--- src/rtl/mac_tx_arb_pkg.sv ---
// Shared types and helpers for the MAC transmit stream arbiter and its
// receive-side counterpart: FSM encoding, default packet limit, rotate pick.
package mac_tx_arb_pkg;

    typedef enum logic [1:0] {
        IDLE  = 2'd0,
        XFER  = 2'd1,
        DRAIN = 2'd2
    } arb_state_e;

    // 1536 bytes at a 32-bit beat.
    localparam int MAX_BEATS_DEF = 384;

    typedef struct packed {
        logic [1:0] idx;
        logic       found;
    } rr_pick_t;

    // First set bit of req searching ptr, ptr+1, ... modulo n (n <= 4, ptr < n).
    function automatic rr_pick_t rr_pick(input logic [3:0] req, input logic [1:0] ptr,
                                         input int unsigned n);
        rr_pick_t    r;
        int unsigned cand;
        r.idx   = 2'd0;
        r.found = 1'b0;
        for (int unsigned k = 0; k < 4; k++) begin
            cand = {30'd0, ptr} + k;
            if (cand >= n) cand = cand - n;
            if (k < n && !r.found && req[cand[1:0]]) begin
                r.idx   = cand[1:0];
                r.found = 1'b1;
            end
        end
        return r;
    endfunction

endpackage

--- src/rtl/mac_tx_stream_arb_if.sv ---
// AXI-Stream bundle between NUM_SRC user-side requesters and the MAC transmit input.
interface mac_tx_stream_arb_if #(
    parameter int NUM_SRC = 4,
    parameter int DATA_W  = 32
);
    localparam int STRB_W = DATA_W / 8;

    // valid/ready: a beat moves on a rising Clk where tvalid and tready are both
    // high; tvalid never waits on tready, and payload is held stable while stalled.
    logic [NUM_SRC-1:0]        S_tvalid;
    logic [NUM_SRC-1:0]        S_tready;
    logic [NUM_SRC*DATA_W-1:0] S_tdata;
    logic [NUM_SRC*STRB_W-1:0] S_tstrb;
    logic [NUM_SRC-1:0]        S_tlast;

    logic                      M_tvalid;
    logic                      M_tready;
    logic [DATA_W-1:0]         M_tdata;
    logic [STRB_W-1:0]         M_tstrb;
    logic                      M_tlast;

    modport master (
        input  S_tvalid, S_tdata, S_tstrb, S_tlast, M_tready,
        output S_tready, M_tvalid, M_tdata, M_tstrb, M_tlast
    );

    modport slave (
        output S_tvalid, S_tdata, S_tstrb, S_tlast, M_tready,
        input  S_tready, M_tvalid, M_tdata, M_tstrb, M_tlast
    );

endinterface

--- src/rtl/mac_tx_rr_pick.sv ---
// Combinational rotate-priority encoder: first requester at or after ptr wins.
module mac_tx_rr_pick
    import mac_tx_arb_pkg::*;
#(
    parameter int NUM_SRC = 4
) (
    input  logic [NUM_SRC-1:0] req,
    input  logic [1:0]         ptr,
    output logic [1:0]         idx,
    output logic               found
);

    logic [3:0] req_w;
    rr_pick_t   res;

    always_comb begin
        req_w              = 4'd0;
        req_w[NUM_SRC-1:0] = req;
        res                = rr_pick(req_w, ptr, NUM_SRC);
        idx                = res.idx;
        found              = res.found;
    end

endmodule

--- src/rtl/mac_tx_stream_arb.sv ---
// Packet-atomic round-robin arbiter feeding the MAC transmit stream, with a
// per-packet beat watchdog that truncates runaway packets and drains the rest.
module mac_tx_stream_arb
    import mac_tx_arb_pkg::*;
#(
    parameter int NUM_SRC   = 4,
    parameter int DATA_W    = 32,
    parameter int MAX_BEATS = MAX_BEATS_DEF
) (
    input  logic               Clk,
    input  logic               Reset,
    input  logic [NUM_SRC-1:0] Src_en,
    mac_tx_stream_arb_if.master axis,
    output logic [1:0]         Grant_id,
    output logic               Busy,
    output logic               Trunc_err,
    output logic [1:0]         dbg_state
);

    localparam int STRB_W = DATA_W / 8;
    localparam int CNT_W  = $clog2(MAX_BEATS + 1);

    localparam logic [1:0] ST_IDLE  = IDLE;
    localparam logic [1:0] ST_XFER  = XFER;
    localparam logic [1:0] ST_DRAIN = DRAIN;

    logic [1:0]       state;
    logic [1:0]       rr_ptr;
    logic [CNT_W-1:0] beat_cnt;

    logic [1:0]       pick_idx;
    logic             pick_found;
    logic [1:0]       next_ptr;

    logic             src_valid;
    logic             src_last;
    logic             at_limit;
    logic             beat_acc;

    mac_tx_rr_pick #(.NUM_SRC(NUM_SRC)) u_pick (
        .req   (axis.S_tvalid & Src_en),
        .ptr   (rr_ptr),
        .idx   (pick_idx),
        .found (pick_found)
    );

    assign next_ptr  = (pick_idx == 2'(NUM_SRC - 1)) ? 2'd0 : pick_idx + 2'd1;
    assign src_valid = axis.S_tvalid[Grant_id];
    assign src_last  = axis.S_tlast[Grant_id];
    assign at_limit  = (beat_cnt == CNT_W'(MAX_BEATS - 1));
    assign beat_acc  = (state == ST_XFER) && src_valid && axis.M_tready;
    assign Busy      = (state != ST_IDLE);
    assign dbg_state = state;

    // The output is a pure mux of the granted source; nothing passes outside XFER.
    always_comb begin
        axis.M_tvalid = 1'b0;
        axis.M_tdata  = '0;
        axis.M_tstrb  = '0;
        axis.M_tlast  = 1'b0;
        axis.S_tready = '0;
        case (state)
            ST_XFER: begin
                axis.M_tvalid           = src_valid;
                axis.M_tdata            = axis.S_tdata[Grant_id*DATA_W +: DATA_W];
                axis.M_tstrb            = axis.S_tstrb[Grant_id*STRB_W +: STRB_W];
                axis.M_tlast            = src_last | at_limit;
                axis.S_tready[Grant_id] = axis.M_tready;
            end
            ST_DRAIN: begin
                axis.S_tready[Grant_id] = 1'b1;
            end
            default: ;
        endcase
    end

    always_ff @(posedge Clk) begin
        if (Reset) begin
            state     <= ST_IDLE;
            Grant_id  <= 2'd0;
            rr_ptr    <= 2'd0;
            beat_cnt  <= '0;
            Trunc_err <= 1'b0;
        end else begin
            Trunc_err <= 1'b0;
            case (state)
                ST_IDLE: begin
                    if (pick_found) begin
                        Grant_id <= pick_idx;
                        rr_ptr   <= next_ptr;
                        beat_cnt <= '0;
                        state    <= ST_XFER;
                    end
                end
                ST_XFER: begin
                    if (beat_acc) begin
                        if (beat_cnt != CNT_W'(MAX_BEATS)) beat_cnt <= beat_cnt + CNT_W'(1);
                        if (src_last) begin
                            state <= ST_IDLE;
                        end else if (at_limit) begin
                            Trunc_err <= 1'b1;
                            state     <= ST_DRAIN;
                        end
                    end
                end
                ST_DRAIN: begin
                    // Discard the tail of a truncated packet up to its own tlast.
                    if (src_valid && src_last) state <= ST_IDLE;
                end
                default: state <= ST_IDLE;
            endcase
        end
    end

endmodule

--- src/flat_wrapper.sv ---
// flat-port wrapper written by rule: the top's interface ports become plain ports
module mac_tx_stream_arb_flat import mac_tx_arb_pkg::*;
#(
    parameter int NUM_SRC   = 4,
    parameter int DATA_W    = 32,
    parameter int MAX_BEATS = MAX_BEATS_DEF
)
  (Clk, Reset, Src_en, Grant_id, Busy, Trunc_err, dbg_state, axis_S_tvalid, axis_S_tdata, axis_S_tstrb, axis_S_tlast, axis_M_tready, axis_S_tready, axis_M_tvalid, axis_M_tdata, axis_M_tstrb, axis_M_tlast);
  mac_tx_stream_arb_if #(.NUM_SRC(NUM_SRC), .DATA_W(DATA_W)) axis_i ();
  input  logic Clk;
  input  logic Reset;
  input  logic [NUM_SRC-1:0] Src_en;
  output logic [1:0] Grant_id;
  output logic Busy;
  output logic Trunc_err;
  output logic [1:0] dbg_state;
  input wire logic [$bits(axis_i.S_tvalid)-1:0] axis_S_tvalid;
  input wire logic [$bits(axis_i.S_tdata)-1:0] axis_S_tdata;
  input wire logic [$bits(axis_i.S_tstrb)-1:0] axis_S_tstrb;
  input wire logic [$bits(axis_i.S_tlast)-1:0] axis_S_tlast;
  input wire logic [$bits(axis_i.M_tready)-1:0] axis_M_tready;
  output wire logic [$bits(axis_i.S_tready)-1:0] axis_S_tready;
  output wire logic [$bits(axis_i.M_tvalid)-1:0] axis_M_tvalid;
  output wire logic [$bits(axis_i.M_tdata)-1:0] axis_M_tdata;
  output wire logic [$bits(axis_i.M_tstrb)-1:0] axis_M_tstrb;
  output wire logic [$bits(axis_i.M_tlast)-1:0] axis_M_tlast;
  assign axis_i.S_tvalid = axis_S_tvalid;
  assign axis_i.S_tdata = axis_S_tdata;
  assign axis_i.S_tstrb = axis_S_tstrb;
  assign axis_i.S_tlast = axis_S_tlast;
  assign axis_i.M_tready = axis_M_tready;
  assign axis_S_tready = axis_i.S_tready;
  assign axis_M_tvalid = axis_i.M_tvalid;
  assign axis_M_tdata = axis_i.M_tdata;
  assign axis_M_tstrb = axis_i.M_tstrb;
  assign axis_M_tlast = axis_i.M_tlast;
  mac_tx_stream_arb #(.NUM_SRC(NUM_SRC), .DATA_W(DATA_W), .MAX_BEATS(MAX_BEATS)) u_core (.Clk(Clk), .Reset(Reset), .Src_en(Src_en), .axis(axis_i), .Grant_id(Grant_id), .Busy(Busy), .Trunc_err(Trunc_err), .dbg_state(dbg_state));
endmodule
--- config.mk ---
export PLATFORM = sky130hd
export DESIGN_NAME = mac_tx_stream_arb_flat
export DESIGN_NICKNAME = d
export VERILOG_FILES = /design/src/rtl/mac_tx_arb_pkg.sv /design/src/rtl/mac_tx_stream_arb_if.sv /design/src/rtl/mac_tx_rr_pick.sv /design/src/rtl/mac_tx_stream_arb.sv /design/src/flat_wrapper.sv
export SDC_FILE = /design/constraint.sdc
export NUM_CORES = 1
export LEC_CHECK = 0
export ABC_AREA = 1
export CAP_MARGIN = 30
export CORE_ASPECT_RATIO = 0.5
export CORE_UTILIZATION = 25
export CTS_CLUSTER_DIAMETER = 150
export DETAILED_ROUTE_END_ITERATION = 10
export PLACE_DENSITY = 0.76
export SLEW_MARGIN = 20
export SYNTH_ARGS = -nofsm -noshare
export SYNTH_HDL_FRONTEND = slang
export SYNTH_SLANG_ARGS = --single-unit
--- constraint.sdc ---
create_clock -name Clk -period 2.31 [get_ports Clk]
set_input_delay 0.462 -clock Clk [delete_from_list [all_inputs] [get_ports Clk]]
set_output_delay 0.462 -clock Clk [all_outputs]
set_load 0.1 [all_outputs]
==> metrics.md <==
| Metric | Value |
|---|---|
| Main area contributors after synthesis | `a22oi_1 (24%), dfxtp_1 (14%), nand2_1 (14%), a21oi_1 (11%), nand3_1 (5.3%)` |
| CTS tree | `done` |
| Syn. warnings | `0` |
| Maximum clock insertion buffer count | `2` |
| Clk_lat worst skew | `approximately 0.25 ns` |
| Ys flop type | `dfxtp_1` |
| Fmax | `~0.45 GHz` |
| CP Data Required Time | `~1.9 ns` |
| Vias | `3558` |
| Most frequent cells after synthesis | `nand2_1 (85), a22oi_1 (72), a21oi_1 (51), nor2_1 (26)` |
| Crit path kind | `reg -> out` |
| Final Util | `about 64%` |
| Hold/Removal Path Class | `reg -> reg` |
| Max_cap viols | `0` |
| Max-slew violations | `0` |
| DRT iter0 DRCs | `about 210` |
| Nets | `743` |
| Number of H-tree levels | `1` |
| Post-synth ARST share | `0%` |
| Lkg Pwr | `2.00 nW` |
| Met3 usage | `under 10%` |
| Setup TNS | `0 ns` |
| Status | `finished clean` |
| CP max FO | `36` |
| Port Buf Inserts | `206` |
| Synthesized area | `2280 um^2` |
| Setup Skew | `roughly 0.0049 ns` |
| Placement Setup Slack | `0.120 ns` |
| Area of the core | `between 8000 and 9000 um^2` |
| Worst-path clk slew | `about 0.050 ns` |
| Residual DRC count | `0` |
| Row count | `24` |
| Total power | `approximately 6.7 mW` |
| Unique masters post-synth | `31` |
| Final WS setup | `between 0.08 and 0.09 ns` |
| Initial antenna violation count | `0` |
| DRT antenna net count | `0` |
| Vias per std cell | `~5` |
| DP HPWL | `8.81 mm` |
| Die X | `around 140 um` |
| Cts hold-fix bufs | `0` |
| Final setup violation count | `0` |
| Worst R2R Setup Slack | `around 0.45 ns` |
| Sequential cell area fraction in the yosys report | `14.0%` |
| GP Congestion | `a little under 0.9` |
| Die outline height | `approximately 70 um` |
| RSZ-0062 raised after global routing | `false` |
| I/O Pins | `~210` |
| Worst r2r src | `u_core.dbg_state[1]$_SDFFE_PP0P_` |
| Worst Path Arrival | `between 1.5 and 2 ns` |
| Critical path endpoint | `axis_M_tdata[14]` |
| Met2 usage | `a little over two fifths` |
| WL per Instance | `16.0 um` |
| Final Hold Violating Endpoints | `0` |
| Vias in the first global route | `3534` |
| Grt peak-use layer | `met2` |
| Clock sink total | `16` |
| Worst r2r dst | `u_core.beat_cnt[1]$_SDFFE_PP0P_` |
| TritonCTS buffer count | `3` |
| Post-synth top area cell | `a22oi_1` |
| Clock root cell | `clkbuf_16` |
| CP Capture Type | `primary output` |
| Layout cells sized above 1 | `between 20 and 25%` |
| Slew @ Worst Pin | `about 0.49 ns` |
| Global Route met1 Usage | `a little over a quarter` |
| Most common cell in the netlist | `nand2_1` |
| Largest net degree at the start of global routing | `37` |
| Slew Limit Headroom | `roughly two thirds` |
| Number of synthesized flops with an enable pin | `0` |
| Area delta synth->final | `145%` |
| Initial Util | `a little over a quarter` |
| Fillers | `764` |
| GRT Resource Usage Total | `about 23%` |
| Period utilization | `a little over nine tenths` |
| Syn nets | `541` |
| Final wirelength | `11.1 mm` |
| R2r worst-path depth | `7` |
| Die area | `approximately 9500 um^2` |
| Avg Inst Size Synth | `6.05 um^2` |
| CP Launch Point | `u_core.Grant_id[1]$_SDFFE_PP0P_` |
| Pwr/cell area | `1190 nW/um^2` |
| Synth Register Bits | `16` |
| Global route overflow | `0` |
| DR pass1 iterations | `4` |
| Synthesized instance count | `~380` |
| Synth top area share | `about a quarter` |
| Peak VDD IR | `around 0.64 mV` |
| Minimum clock period | `between 2 and 2.5 ns` |
| First-pass GRT wire length | `about 17 mm` |
| CP startpoint kind | `register` |
| Antenna diodes | `0` |
[state kept, by name, summed over array words and instances (netlist names), named ones only]
name,count
u_core.beat_cnt,9
u_core.Grant_id,2
u_core.dbg_state,2
u_core.Trunc_err,1
u_core.rr_ptr,1
[metrics by stage]
step	instance area, um^2	hold WS, ns	std cells
after floorplan	2810	0.454	377
after detailed placement	5480	0.502	691
after global placement	5480	0.478	691
after CTS	5570	0.508	695
final	5590	0.508	695
after global routing	5590	0.533	695
[worst min-delay path by stage]
stage	start	endpoint	slack, ns	cells after the start
2_1_floorplan	u_core.beat_cnt[3]$_SDFFE_PP0P_	u_core.beat_cnt[3]$_SDFFE_PP0P_	0.45	2
3_3_place_gp	u_core.beat_cnt[3]$_SDFFE_PP0P_	u_core.beat_cnt[3]$_SDFFE_PP0P_	0.48	2
3_5_place_dp	u_core.dbg_state[1]$_SDFFE_PP0P_	u_core.dbg_state[1]$_SDFFE_PP0P_	0.50	2
4_1_cts	u_core.beat_cnt[2]$_SDFFE_PP0P_	u_core.beat_cnt[2]$_SDFFE_PP0P_	0.51	2
5_1_grt	u_core.dbg_state[1]$_SDFFE_PP0P_	u_core.dbg_state[1]$_SDFFE_PP0P_	0.53	2
6_report	u_core.dbg_state[1]$_SDFFE_PP0P_	u_core.dbg_state[1]$_SDFFE_PP0P_	0.51	2
[repair_timing]
action / 4_1_cts / 5_1_grt
buffers inserted: 0 / 0
endpoints found under the hold margin: 0 / 0
setup endpoints to repair: 1 / 20
gates resized for setup: 1 / 5
[power by group]
| part | switching (mW) | internal (mW) | leakage (nW) | total (mW) |
|---|---|---|---|---|
| clock network | 0.113 | 0.263 | 0.0442 | 0.377 |
| registers | 0.0925 | 0.338 | 0.133 | 0.431 |
| logic | 3.82 | 2.05 | 1.82 | 5.87 |
[per-layer routing]
layer | vias up | wire, um
met5 | - | 0
li1 | 1768 | -
met2 | 105 | 5820
met4 | 0 | 235
met1 | 1664 | 4360
met3 | 21 | 686
[worst max-delay path, cell delays in order, from the launching register on]
cell and delay [ns]:
dfxtp_4 0.40, inv_2 0.09, nand2_1 0.13, clkinv_1 0.12, buf_12 0.19, a22oi_1 0.28, a21oi_4 0.10, buf_12 0.18
[final cells by class]
cell class	instances	area, um^2	area share [%]
Clock buffer	4	88.8	1.59
Inverter	32	129	2.31
Multi-Input combinational cell	307	2220	39.7
Sequential cell	16	335	6.00
Tap cell	117	146	2.62
Timing Repair Buffer	219	2670	47.8
[cell usage in the layout, fill, tap and decap left out, drive strengths merged]
cell,count
xor2,2
dfxtp,16
nand4,13
nand2,89
nand3,29
a21boi,1
a211oi,1
xnor2,1
o21ai,6
buf,61
clkdlybuf4s50,158
clkbuf,4
nor3,7
nor2,29
inv,29
clkinvlp,1
a22oi,72
clkinv,2
ha,5
nor4,1
a21oi,51
[cell families after synthesis]
| group | synth area share, % |
|---|---|
| xor gates and xnor gates | 1.15 |
| DFF | 14.0 |
| buffers and inverters | 10.0 |
| adders and majority gates | 2.74 |
| and+or+nand+nor | 34.3 |
| AOI/OAI and AO/OA | 37.7 |
(Power assumes the default switching activity.)
==> RTL change (same settings) <==
Reset style: asynchronous (`Reset`), changed in one clocked block.
--- a/src/rtl/mac_tx_stream_arb.sv
+++ b/src/rtl/mac_tx_stream_arb.sv
@@ -76,3 +76,3 @@
 
-    always_ff @(posedge Clk) begin
+    always_ff @(posedge Clk or posedge Reset) begin
         if (Reset) begin
Behaviour: differs if Reset is asserted again (counterexample within 4 cycles, from zero or initial values and one cycle with Reset high); with Reset held inactive, the same outputs for 4 cycles.
==> RTL change against the unedited design <==
- the run now ends with DRC left
- non-clock buffer count is 11 higher
- routed wire length is 6.0% higher
- worst setup slack worse by 31 ps
- count of clock-buffer cells in the layout stayed put
- area after synthesis is 2.4% higher
- sequential cell count stayed put
- combinational power is 36% higher
- design area is 8.9% higher
- power is 33% higher
- sequential share of layout area is 0.87 points higher
- critical path type unchanged
- largest cell class unchanged
- largest power group unchanged
==> RTL change: results (changes against the unedited design) <==
| Metric | Value |
|---|---|
| DP HPWL | `9420 um (was 8810 um)` |
| Register area share after synthesis | `0.171 (was 0.140)` |
| Crit path capture | `axis_M_tdata[22] (was axis_M_tdata[14])` |
| Final setup skew | `0.815 ps (was 4.86 ps)` |
| Crit-path slowest cell | `dfrtp_4 (was dfxtp_4)` |
| DR pass1 iterations | `7 (was 4)` |
| Yosys warnings | `0 (unchanged)` |
| Routability cong. | `0.875 (was 0.881)` |
| P_leak | `0.00220 uW (was 0.00200 uW)` |
| Failing checks | `DRC` |
| Layout cells sized above 1 | `0.314 (was 0.247)` |
| Number of global-route vias before repair | `3635 (was 3534)` |
| Worst R2R Path Depth | `12 (was 7)` |
| Family with the most delay on the worst path | `flip-flops (was buffers and inverters)` |
| Worst r2r src | `u_core.rr_ptr[0] (was u_core.dbg_state[1])` |
| Area contributors post-synth | `nand2_1, dfrtp_1, nand3_1 (was a22oi_1, dfxtp_1, nand2_1)` |
| Critical path data arrival time | `1800 ps (was 1770 ps)` |
| CP startpoint | `u_core.Grant_id[0] (was u_core.Grant_id[1])` |
| Synth cell types | `33 (was 31)` |
| Reg2Reg Setup Slack | `310 ps (was 450 ps)` |
| Commonest cells in the netlist | `nand2_1, nand3_1, a31oi_1 (was nand2_1, a22oi_1, a21oi_1)` |
| Routed len/inst | `16.4 um (was 16.0 um)` |
| RR Endpoint | `u_core.rr_ptr[1] (was u_core.beat_cnt[1])` |
| H-tree level count | `1 (unchanged)` |
| Total track usage | `0.231 (was 0.232)` |
| Max FFs per register | `9 (unchanged)` |
| Sw Ratio | `0.612 (was 0.603)` |
| Worst path max stage delay | `550 ps (was 400 ps)` |
| Ys flop type | `dfrtp_1 (was dfxtp_1)` |
| Port Buffers | `206 (unchanged)` |
| Clock transition at path regs | `50 ps (about the same)` |
| Vias/cell | `5.15 (was 5.12)` |
| Post-synth ARST share | `1.00 (was 0)` |
| Worst vdd ir | `1.00 mV (was 0.641 mV)` |
| Rel. slew slack | `0.585 (was 0.674)` |
| Largest register by flop count | `u_core.beat_cnt (unchanged)` |
| Nets | `768 (was 743)` |
| First-pass GRT wire length | `18400 um (was 17500 um)` |
| DRC | `12 (was 0)` |
| Diode count | `0 (unchanged)` |
| Initial drt markers | `144 (was 211)` |
| Crit path max fanout | `14 (was 36)` |
| Status | `complete, but fails checks (was completed)` |
| Syn_nets | `559 (was 541)` |
| Largest net degree at the start of global routing | `37 (unchanged)` |
==> RTL change: worst min-delay path, stage by stage, from the launching register on <==
cell and delay, ps:
dfrtp_1 400, nand2_1 70, nand2_1 50
==> RTL change: metal layers <==
metal	routed length [um]	part of all wire	global-route usage	up-vias
met3	523	0.044	0.0309	25
met5	0	0	0	-
met4	249	0.021	0.0568	0
met2	6240	0.53	0.463	109
li1	-	-	-	1811
met1	4760	0.40	0.259	1755
==> RTL change: power groups by stage <==
stage | clock, uW | combinational (uW) | sequential (uW)
final | 374 | 8000 | 512
after global routing | 391 | 8350 | 526
after CTS | 379 | 7910 | 543
after detailed placement | 0 | 7880 | 549
after global placement | 0 | 7820 | 549
after floorplan | 0 | 5620 | 651
==> RTL change: cell type report <==
cell class,instances,area [um^2]
fill,708,2800
timing repair buffer,230,2750
multi-input combinational,331,2590
sequential,16,418
tap,117,146
inverter,21,96.3
clock buffer,4,88.8
==> RTL change: worst min-delay path by stage <==
stage / depth (start not counted) / slack [ps] / endpoint / startpoint
after floorplan: 1 / 380 / u_core.Trunc_err / Reset
after global placement: 2 / 510 / u_core.beat_cnt[6] / u_core.beat_cnt[6]
after detailed placement: 2 / 530 / u_core.beat_cnt[1] / u_core.beat_cnt[1]
after CTS: 2 / 540 / u_core.beat_cnt[1] / u_core.beat_cnt[1]
after global routing: 2 / 590 / u_core.beat_cnt[7] / u_core.beat_cnt[7]
final: 2 / 540 / u_core.beat_cnt[5] / u_core.beat_cnt[5]
==> RTL change: through the flow <==
stage / instances / worst slack [ps] / setup TNS [ps] / utilization / cell area [um^2]
floorplan: 394 / -58.5 / -1660 / - / 3390
global placement: 706 / 101 / 0 / 0.662 / 5880
detailed placement: 706 / 34.8 / 0 / 0.662 / 5880
CTS: 711 / 4.89 / 0 / 0.674 / 5990
global route: 719 / -21.6 / -21.6 / 0.685 / 6090
finish: 719 / 51.0 / 0 / 0.685 / 6090
==> RTL change: kinds of logic after synthesis <==
logic type | after synthesis | share of synthesized area
buffers and inverters | 47 | 0.0895
AO/OA/AOI/OAI | 81 | 0.242
flip-flops | 16 | 0.171
XOR/XNOR | 3 | 0.0113
adder cells (fa/ha/maj) | 6 | 0.0322
AND/OR/NAND/NOR | 241 | 0.453
==> RTL change: timing repair <==
item | CTS | global route
buffers inserted | 1 | 8
pin swaps | 1 | 2
endpoints found under the hold margin | 0 | 0
endpoints found under the setup margin | 23 | 21
gates resized for setup | 3 | 8
